## config.mk

```make
export PLATFORM = sky130hd
export DESIGN_NAME = slowfil_sched
export DESIGN_NICKNAME = d
export VERILOG_FILES = /design/src/rtl/slowfil_sched_pkg.sv /design/src/rtl/slowfil_pacer.sv /design/src/rtl/slowfil_sched.sv
export SDC_FILE = /design/constraint.sdc
export NUM_CORES = 1
export LEC_CHECK = 0
export ABC_AREA = 1
export CORE_ASPECT_RATIO = 2
export CORE_MARGIN = 1.5
export CORE_UTILIZATION = 45
export DETAILED_ROUTE_END_ITERATION = 10
export DONT_BUFFER_PORTS = 1
export HOLD_SLACK_MARGIN = 0.1
export PLACE_DENSITY = 0.62
export SLEW_MARGIN = 10
export SYNTH_ARGS = -nofsm -noshare
export SYNTH_HDL_FRONTEND = slang
export SYNTH_SLANG_ARGS = --single-unit
```

## constraint.sdc

```tcl
create_clock -name i_clk -period 2.1 [get_ports i_clk]
set_input_delay 0.42 -clock i_clk [delete_from_list [all_inputs] [get_ports i_clk]]
set_output_delay 0.42 -clock i_clk [all_outputs]
set_load 0.02 [all_outputs]
```

## src/rtl/slowfil_sched_pkg.sv

```systemverilog
// Shared state encodings and default sizes for the slowfil scheduler and the
// filter it drives.
package slowfil_sched_pkg;

    typedef enum logic [1:0] {
        ST_CLEAR = 2'd0,
        ST_LOAD  = 2'd1,
        ST_RUN   = 2'd2
    } state_t;

    localparam int DEF_LGNTAPS = 7;
    localparam int DEF_NTAPS   = 110;
    localparam int DEF_IW      = 16;
    localparam int DEF_TW      = 16;

endpackage

```

## src/rtl/slowfil_pacer.sv

```systemverilog
// Gap counter: loads on a sample accept, counts down to zero and holds there.
// The zero flag is what opens the sample port again.
module slowfil_pacer #(
    parameter int          GW       = 3,
    parameter int unsigned LOAD_VAL = 4
) (
    input  logic i_clk,
    input  logic i_reset,
    input  logic i_clear,
    input  logic i_load,
    output logic o_zero
);

    logic [GW-1:0] r_cnt;

    always_ff @(posedge i_clk or posedge i_reset) begin
        if (i_reset) begin
            r_cnt <= '0;
        end else if (i_clear) begin
            r_cnt <= '0;
        end else if (i_load) begin
            r_cnt <= GW'(LOAD_VAL);
        end else if (r_cnt != '0) begin
            r_cnt <= r_cnt - 1'b1;
        end
    end

    assign o_zero = (r_cnt == '0);

endmodule

```

## src/rtl/slowfil_sched.sv

```systemverilog
// Sequencer in front of a slow serial FIR: resets it, streams in its taps,
// then paces samples so the filter always has a full idle gap between them.
module slowfil_sched
    import slowfil_sched_pkg::*;
#(
    parameter int LGNTAPS    = DEF_LGNTAPS,
    parameter int NTAPS      = DEF_NTAPS,
    parameter int IW         = DEF_IW,
    parameter int TW         = DEF_TW,
    parameter bit FIXED_TAPS = 1'b0,
    parameter int GAP_EXTRA  = 0
) (
    input  logic          i_clk,
    input  logic          i_reset,
    input  logic          i_reload,
    input  logic          i_tap_valid,
    output logic          o_tap_ready,
    input  logic [TW-1:0] i_tap,
    input  logic          i_sample_valid,
    output logic          o_sample_ready,
    input  logic [IW-1:0] i_sample,
    output logic          o_fil_reset,
    output logic          o_fil_tap_wr,
    output logic [TW-1:0] o_fil_tap,
    output logic          o_fil_ce,
    output logic [IW-1:0] o_fil_sample,
    output logic          o_loaded,
    output logic          o_busy
);

    localparam int               GW       = $clog2(NTAPS + GAP_EXTRA + 1);
    localparam logic [LGNTAPS:0] LAST_TAP = (LGNTAPS + 1)'(NTAPS - 1);

    state_t           r_state;
    logic             r_reload_pend;
    logic [LGNTAPS:0] r_tap_cnt;
    logic             w_tap_acc;
    logic             w_smp_acc;
    logic             w_gap_zero;

    // Ready flags decode registers only, so no input reaches them combinationally.
    assign o_tap_ready    = !FIXED_TAPS && (r_state == ST_LOAD);
    assign o_sample_ready = (r_state == ST_RUN) && w_gap_zero && !r_reload_pend;
    assign o_loaded       = (r_state == ST_RUN);
    assign o_busy         = !w_gap_zero || o_fil_ce;

    assign w_tap_acc = i_tap_valid && o_tap_ready;
    assign w_smp_acc = i_sample_valid && o_sample_ready;

    slowfil_pacer #(
        .GW       (GW),
        .LOAD_VAL (NTAPS + GAP_EXTRA)
    ) u_pacer (
        .i_clk   (i_clk),
        .i_reset (i_reset),
        .i_clear (r_state == ST_CLEAR),
        .i_load  (w_smp_acc),
        .o_zero  (w_gap_zero)
    );

    // NOTE: all state uses non-blocking assignments and the async reset branch
    // covers every register, so outputs change on reset with no clock edge.
    always_ff @(posedge i_clk or posedge i_reset) begin
        if (i_reset) begin
            r_state       <= ST_CLEAR;
            r_reload_pend <= 1'b0;
            r_tap_cnt     <= '0;
            o_fil_reset   <= 1'b1;
            o_fil_tap_wr  <= 1'b0;
            o_fil_tap     <= '0;
            o_fil_ce      <= 1'b0;
            o_fil_sample  <= '0;
        end else begin
            o_fil_tap_wr <= w_tap_acc;
            o_fil_ce     <= w_smp_acc;
            if (w_tap_acc) o_fil_tap    <= i_tap;
            if (w_smp_acc) o_fil_sample <= i_sample;

            case (r_state)
                ST_CLEAR: begin
                    r_tap_cnt     <= '0;
                    r_reload_pend <= 1'b0;
                    // Entered with reset low only when a last tap write was
                    // still draining; pulse the filter reset after it.
                    if (!o_fil_reset) begin
                        o_fil_reset <= 1'b1;
                    end else begin
                        o_fil_reset <= 1'b0;
                        r_state     <= FIXED_TAPS ? ST_RUN : ST_LOAD;
                    end
                end
                ST_LOAD: begin
                    if (w_tap_acc) r_tap_cnt <= r_tap_cnt + 1'b1;
                    if (i_reload) begin
                        r_state     <= ST_CLEAR;
                        o_fil_reset <= !w_tap_acc;
                    end else if (w_tap_acc && r_tap_cnt == LAST_TAP) begin
                        r_state <= ST_RUN;
                    end
                end
                ST_RUN: begin
                    if (i_reload) r_reload_pend <= 1'b1;
                    if (r_reload_pend && w_gap_zero) begin
                        r_state     <= ST_CLEAR;
                        o_fil_reset <= 1'b1;
                    end
                end
                default: r_state <= ST_CLEAR;
            endcase
        end
    end

endmodule

```

==> reports/metrics.cfg, run 1 <==
[power]
switching_share_pct = 46.24
p_leak_nw = 1.400
p_switching_w = 0.001841
p_int_w = 0.002140
power_frac_clock_pct = 14.4
ir_drop_uv = 788.1
power_density_mw_per_mm2 = 1506
pwr-share-seq_pct = 50.3
combPwrFrac_pct = 35.4

[floorplan]
start_util_pct = 47.09
core-area_mm2 = 0.005139
core.rowCount = 37
die_h_um = 106.7
dieArea_mm2 = 0.005853
io_pins = 76
die_w_um = 54.85

[worst_setup_path]
endpoint_kind = output pin
cp_max_fo = 7
required_ps = 1680
start_kind = flip-flop
worstSetupPathType = reg -> out
arrival_ps = 1540

[synth]
yosys.area.top_type = dfrtp_1
netlist_instances = 289
seq_area_frac_synth_pct = 54.86
yosysWarnings = 0
yosys-top-cells-area = dfrtp_1 (54%), nand2_1 (21%), ha_1 (4.1%), inv_1 (3.4%), nand3_1 (2.7%)
synth-edff-count = 0
synthArstFlopShare_pct = 100.0
ys_ff_latch = 53
mappedNetlistNets = 334
yosysTopAreaCellShare_pct = 53.77
ys_types = 29
synth_area_mm2 = 0.002420
avgSynthCellArea_um2 = 8.373
ys.flop_type = dfrtp_1

[global_routing]
gr-usage-all-layers_pct = 18.90
grt_max_degree = 39
grt_pass1_vias = 1856
grt_util_met1_pct = 18.68
grt_pass1_wl_um = 8100
antenna_found_initial = 0
grt_use_met3_pct = 5.292
overflow = 0
top_usage_layer = met2
globalRouteMet2Util_pct = 34.10

[drt]
wl_um = 5160
drc = 0
num_vias = 1841
wl_per_cell_um = 14.45
via_per_inst = 5.157
drt_iter0_drc = 29
ant_nets = 0
first_pass_iters = 4

[cts]
insertion_delay_ps = 300
clockRootBuffer = clkbuf_8
clkTransAtPathRegs_ps = 100
htree_levels = 2
clkSinkCount = 53
cts_buffer_depth = 2
cts_tree = built
cts_made_buffers = 5

[timing]
period_share_pct = 93.52
final_hold_viol_count = 0
holdWs_ps = 220.3
setup_violations = 0
fin_tns_setup_ps = 0
max_freq_mhz = 509.2
slew_headroom_pct = 75.77
rsz0062_at_grt = false
timing.final.max_slew_violations = 0
tightest_slew_ps = 363.0
period_minus_slack_ps = 1964
fin_worst_skew_ps = 6.587

[placement]
port_buffers = 0
gp_congestion = 0.8213
place_inst = 347
post-dp-hpwl_um = 3758

[layout]
insertedDiodeCount = 0
final_common_cell = nand2_1
fin_nets = 343
area_growth_pct = 9.256
final_cells = 357
layout_common_cells = nand2_1 (134), dfrtp_1 (52), inv_1 (18), nor2_1 (15), nand3_1 (13)
drive_gt1_share_pct = 11.04

[worst_hold_path]
hold_path.class = in -> reg

[status]
run_status = completed

[job]
cap_viol_max_count = 0

synthesized netlist by cell type (2+ instances only):
cell	instances
nand4_1	6
nand3_1	13
a21oi_1	5
or2_2	2
nor3_1	3
nor2_1	15
dfrtp_1	52
inv_1	22
o21ai_0	7
buf_2	4
nand2_1	134
nand2_2	2
ha_1	8
path summary, 6_finish.rpt:
kind	start	endpoint	slack, ps	cells past startpoint
max	u_pacer.r_cnt[3]	o_busy	140	5
min reg2reg	r_state[1]	r_state[1]	550	2
max reg2reg	r_state[1]	r_state[1]	340	9
max in group asynchronous	i_reset	o_fil_reset	990	3
min in group asynchronous	i_reset	o_fil_sample[12]	530	2
min	i_sample[10]	o_fil_sample[10]	220	2
layer usage:
metal / wire length, µm / vias to the layer above
li1: - / 913
met1: 1894 / 865
met2: 2896 / 54
met3: 273 / 9
met4: 95 / 0
met5: 0 / -
layout make-up:
class / instances / area, µm²
clock buffer: 5 / 68.82
sequential: 53 / 1328
inverter: 25 / 95.09
clock inverter: 3 / 22.52
multi-input combinational: 205 / 982.2
fill: 507 / 2495
tap: 58 / 72.57
timing repair buffer: 8 / 75.07
critical path, stage by stage (launching register included):
cell	delay (ps)
dfrtp_1	440
nor2_4	170
nand2_2	110
nor2_8	170
inv_2	80
or2_4	260
per-stage QoR:
stage | cell area [µm²] | worst slack [ps] | utilization (%) | power (W)
final | 2644 | 136.0 | 51.45 | 0.003981
after detailed placement | 2515 | 149.6 | 48.94 | 0.003377
after CTS | 2639 | 24.81 | 51.35 | 0.004018
after global routing | 2644 | 54.47 | 51.45 | 0.004312
after floorplan | 2420 | 167.6 | - | 0.003025
after global placement | 2515 | 188.3 | 48.94 | 0.003345
power groups by stage:
stage / clock, W / sequential, W / combinational, W
after global placement: 0 / 0.00201 / 0.00133
after detailed placement: 0 / 0.00202 / 0.00136
after CTS: 0.000600 / 0.00200 / 0.00141
after floorplan: 0 / 0.00193 / 0.00109
final: 0.000572 / 0.00200 / 0.00141
after global routing: 0.000635 / 0.00205 / 0.00163
timing repair:
action	CTS	global route
endpoints found under the setup margin	2	1
hold buffers	1	0
pin swaps	0	1
setup buffers	1	0
endpoints found under the hold margin	15	0
cloned	0	0
resized for setup	5	2
state kept, by name, summed over array words and instances, names as in the netlist:
name / cells
o_fil_ce: 1
o_fil_reset: 1
o_fil_sample: 16
o_fil_tap: 16
o_fil_tap_wr: 1
r_reload_pend: 1
r_state: 2
r_tap_cnt: 8
u_pacer.r_cnt: 7
logic make-up after synthesis:
logic type	share of synthesized area [%]
xor+xnor	0.3620
flops	54.86
compound gates	3.671
simple gates	31.59
fa+ha+maj	4.137
buf+inv	5.377
(Power assumes the default switching activity.)
==> run 2: changes to the inputs <==
--- a/config.mk
+++ b/config.mk
@@ -12,7 +12,7 @@
 export DETAILED_ROUTE_END_ITERATION = 10
 export DONT_BUFFER_PORTS = 1
 export HOLD_SLACK_MARGIN = 0.1
-export PLACE_DENSITY = 0.62
+export PLACE_DENSITY = 0.64
 export SLEW_MARGIN = 10
 export SYNTH_ARGS = -nofsm -noshare
 export SYNTH_HDL_FRONTEND = slang
==> constraint.sdc (replaced) <==
create_clock -name i_clk -period 1.8 [get_ports i_clk]
set_input_delay 0.36 -clock i_clk [delete_from_list [all_inputs] [get_ports i_clk]]
set_output_delay 0.36 -clock i_clk [all_outputs]
set_load 0.02 [all_outputs]
==> run 2 against run 1 <==
Effect of this change:
- sequential power grew 16%
- clock power grew 39%
- wire length fell by 2.7%
- critical path type unchanged
- critical endpoint is now o_sample_ready
- largest cell class unchanged
==> reports/metrics.cfg, run 2 (synthesized netlist as in run 1, its figures left out) <==
[status]
run_status = completed  ; unchanged

[layout]
finalCoreUtilization_pct = 54.13  ; was 51.45%
insertedDiodeCount = 0  ; unchanged
num-fill-cells = 508  ; was 507
top_regs = o_fil_sample (16), o_fil_tap (16), r_tap_cnt (8)  ; unchanged
drive_gt1_share_pct = 15.06  ; was 11.04%
final_cell_area_mm2 = 0.002781  ; was 0.002644 mm²
fin_nets = 356  ; was 343
final_cells = 370  ; was 357
layout_common_cells = nand2_1 (134), dfrtp_1 (52), buf_4 (18), inv_1 (17), nor2_1 (15)  ; was nand2_1 (134), dfrtp_1 (52), inv_1 (18), nor2_1 (15), nand3_1 (13)
final_common_cell = nand2_1  ; unchanged
area_growth_pct = 14.94  ; was 9.256%

[worst_setup_path]
endpoint_kind = output pin  ; unchanged
crit_path_start = u_pacer.r_cnt[1]  ; was u_pacer.r_cnt[3]
worstSetupPathType = reg -> out  ; unchanged
start_kind = flip-flop  ; unchanged
reg2reg_from = r_state[0]  ; was r_state[1]
cp_slowest_cell = dfrtp_1  ; unchanged
path_cells = inv_2 -> ha_4 -> nand2_4 -> nor2_8 -> inv_4 -> nor3_2 -> buf_4  ; was nor2_4 -> nand2_2 -> nor2_8 -> inv_2 -> or2_4
required_ps = 1440  ; was 1680 ps
critical-path-max-stage-delay_ps = 400  ; was 440 ps
cp_max_fo = 3  ; was 7
arrival_ps = 1400  ; was 1540 ps

[floorplan]
core.rowCount = 37  ; unchanged
die_h_um = 106.7  ; unchanged
die_w_um = 54.85  ; unchanged
core-area_mm2 = 0.005139  ; unchanged
dieArea_mm2 = 0.005853  ; unchanged
start_util_pct = 47.09  ; unchanged
io_pins = 76  ; unchanged

[timing]
setup_violations = 0  ; unchanged
period_minus_slack_ps = 1759
max_freq_mhz = 568.5
tightest_slew_ps = 390.4  ; was 363.0 ps
slew_headroom_pct = 73.94  ; was 75.77%
period_share_pct = 97.72
rsz0062_at_grt = true  ; was false
fin_worst_skew_ps = 6.808  ; was 6.587 ps
timing.final.max_slew_violations = 0  ; unchanged
final_hold_viol_count = 0  ; unchanged

[power]
switching_share_pct = 43.46  ; was 46.24%
power_frac_clock_pct = 16.0  ; was 14.4%
p_leak_nw = 1.473  ; was 1.400 nW
power_density_mw_per_mm2 = 1797  ; was 1506 mW/mm²
combPwrFrac_pct = 37.6  ; was 35.4%
p_switching_w = 0.002172  ; was 0.001841 W
ir_drop_uv = 957.7  ; was 788.1 µV
p_int_w = 0.002826  ; was 0.002140 W
pwr-share-seq_pct = 46.5  ; was 50.3%

[global_routing]
grt_max_degree = 37  ; was 39
overflow = 0  ; unchanged
gr-usage-all-layers_pct = 18.64  ; was 18.90%
grt_pass1_vias = 1835  ; was 1856
grt_pass1_wl_um = 8066  ; was 8100 µm
antenna_found_initial = 0  ; unchanged

[cts]
htree_levels = 2  ; unchanged
cts_made_buffers = 5  ; unchanged
clkSinkCount = 53  ; unchanged
cts_buffer_depth = 2  ; unchanged
insertion_delay_ps = 300  ; about the same
clockRootBuffer = clkbuf_8  ; unchanged
clkTransAtPathRegs_ps = 90  ; was 100 ps
cts_tree = built  ; unchanged

[job]
cap_viol_max_count = 0  ; unchanged

[drt]
drt_iter0_drc = 46  ; was 29
wl_per_cell_um = 13.58  ; was 14.45 µm
via_per_inst = 5.065  ; was 5.157
ant_nets = 0  ; unchanged
wl_um = 5023  ; was 5160 µm
drc = 0  ; unchanged
num_vias = 1874  ; was 1841
first_pass_iters = 4  ; unchanged

[placement]
placed_area_mm2 = 0.002557  ; was 0.002515 mm²
port_buffers = 0  ; unchanged
place_inst = 352  ; was 347
gp_congestion = 0.8060  ; was 0.8213
post-dp-hpwl_um = 3696  ; was 3758 µm

[worst_hold_path]
hold_start = i_tap[9]  ; was i_sample[10]
hold_path.class = in -> reg  ; unchanged

run 2: final timing paths:
kind / endpoint / slack, ps / cells past startpoint
setup reg to reg: r_tap_cnt[6] / 140 / 7
min in group asynchronous: o_fil_sample[14] / 490 / 2
hold / removal: o_fil_tap[9] / 160 / 2
max in group asynchronous: o_fil_reset / 730 / 3
hold reg to reg: r_state[1] / 550 / 2
setup / recovery: o_sample_ready / 40 / 7
run 2: final cells by class:
cell class	instances	area, µm²	share of cell area, %
clock inverters	2	38.79	1.395
inverters	25	98.84	3.554
multi-input cells	205	994.7	35.76
clock buffers	6	72.57	2.609
flip-flops and latches	53	1328	47.73
repair buffers	21	176.4	6.343
well taps	58	72.57	2.609
run 2: power groups by stage:
stage                     Clock [W]  Combinational [W]  Sequential (W)
after global placement            0            0.00163         0.00234
final                      0.000797            0.00188         0.00232
after CTS                  0.000822            0.00184         0.00232
after detailed placement          0            0.00167         0.00234
after floorplan                   0            0.00128         0.00226
after global routing       0.000862            0.00213         0.00239
run 2: metal layers:
layer,vias up,global-route usage (%),wire (µm)
li1,944,-,-
met1,865,19.02,1869
met2,58,32.99,2802
met3,7,5.571,264
met4,0,7.500,87
met5,-,0,0
run 2: critical path, delay by kind of cell, from the launching register on:
kind | cells | cell delay [ps]
DFF | 1 | 400
buffers and inverters | 3 | 290
and+or+nand+nor | 3 | 260
adders and majority gates | 1 | 150
run 2: what timing repair did:
| item | 4_1_cts | 5_1_grt |
|---|---|---|
| endpoints found under the hold margin | 17 | 0 |
| endpoints found under the setup margin | 2 | 15 |
| pin swaps | 3 | 4 |
| gates resized for setup | 7 | 6 |
| hold buffers | 1 | 0 |
| buffers inserted | 6 | 3 |
run 2: stage by stage:
stage          hold WS, ps  power, W  setup WS (ps)  TNS (ps)
5_1_grt              142.8  0.005376         -31.04    -44.24
3_3_place_gp         252.2  0.003975          164.0         0
2_1_floorplan        469.6  0.003536          52.87         0
6_report             156.4  0.004998          41.13         0
3_5_place_dp         252.6  0.004015          141.7         0
4_1_cts              148.1  0.004987         -17.09    -17.09
==> run 3: changes to the inputs <==
--- a/config.mk
+++ b/config.mk
@@ -13,7 +13,6 @@
 export DONT_BUFFER_PORTS = 1
 export HOLD_SLACK_MARGIN = 0.1
 export PLACE_DENSITY = 0.64
-export SLEW_MARGIN = 10
 export SYNTH_ARGS = -nofsm -noshare
 export SYNTH_HDL_FRONTEND = slang
 export SYNTH_SLANG_ARGS = --single-unit
==> results of run 3 <==
No change in the layout: final DEF, timing and power equal those of run 2.
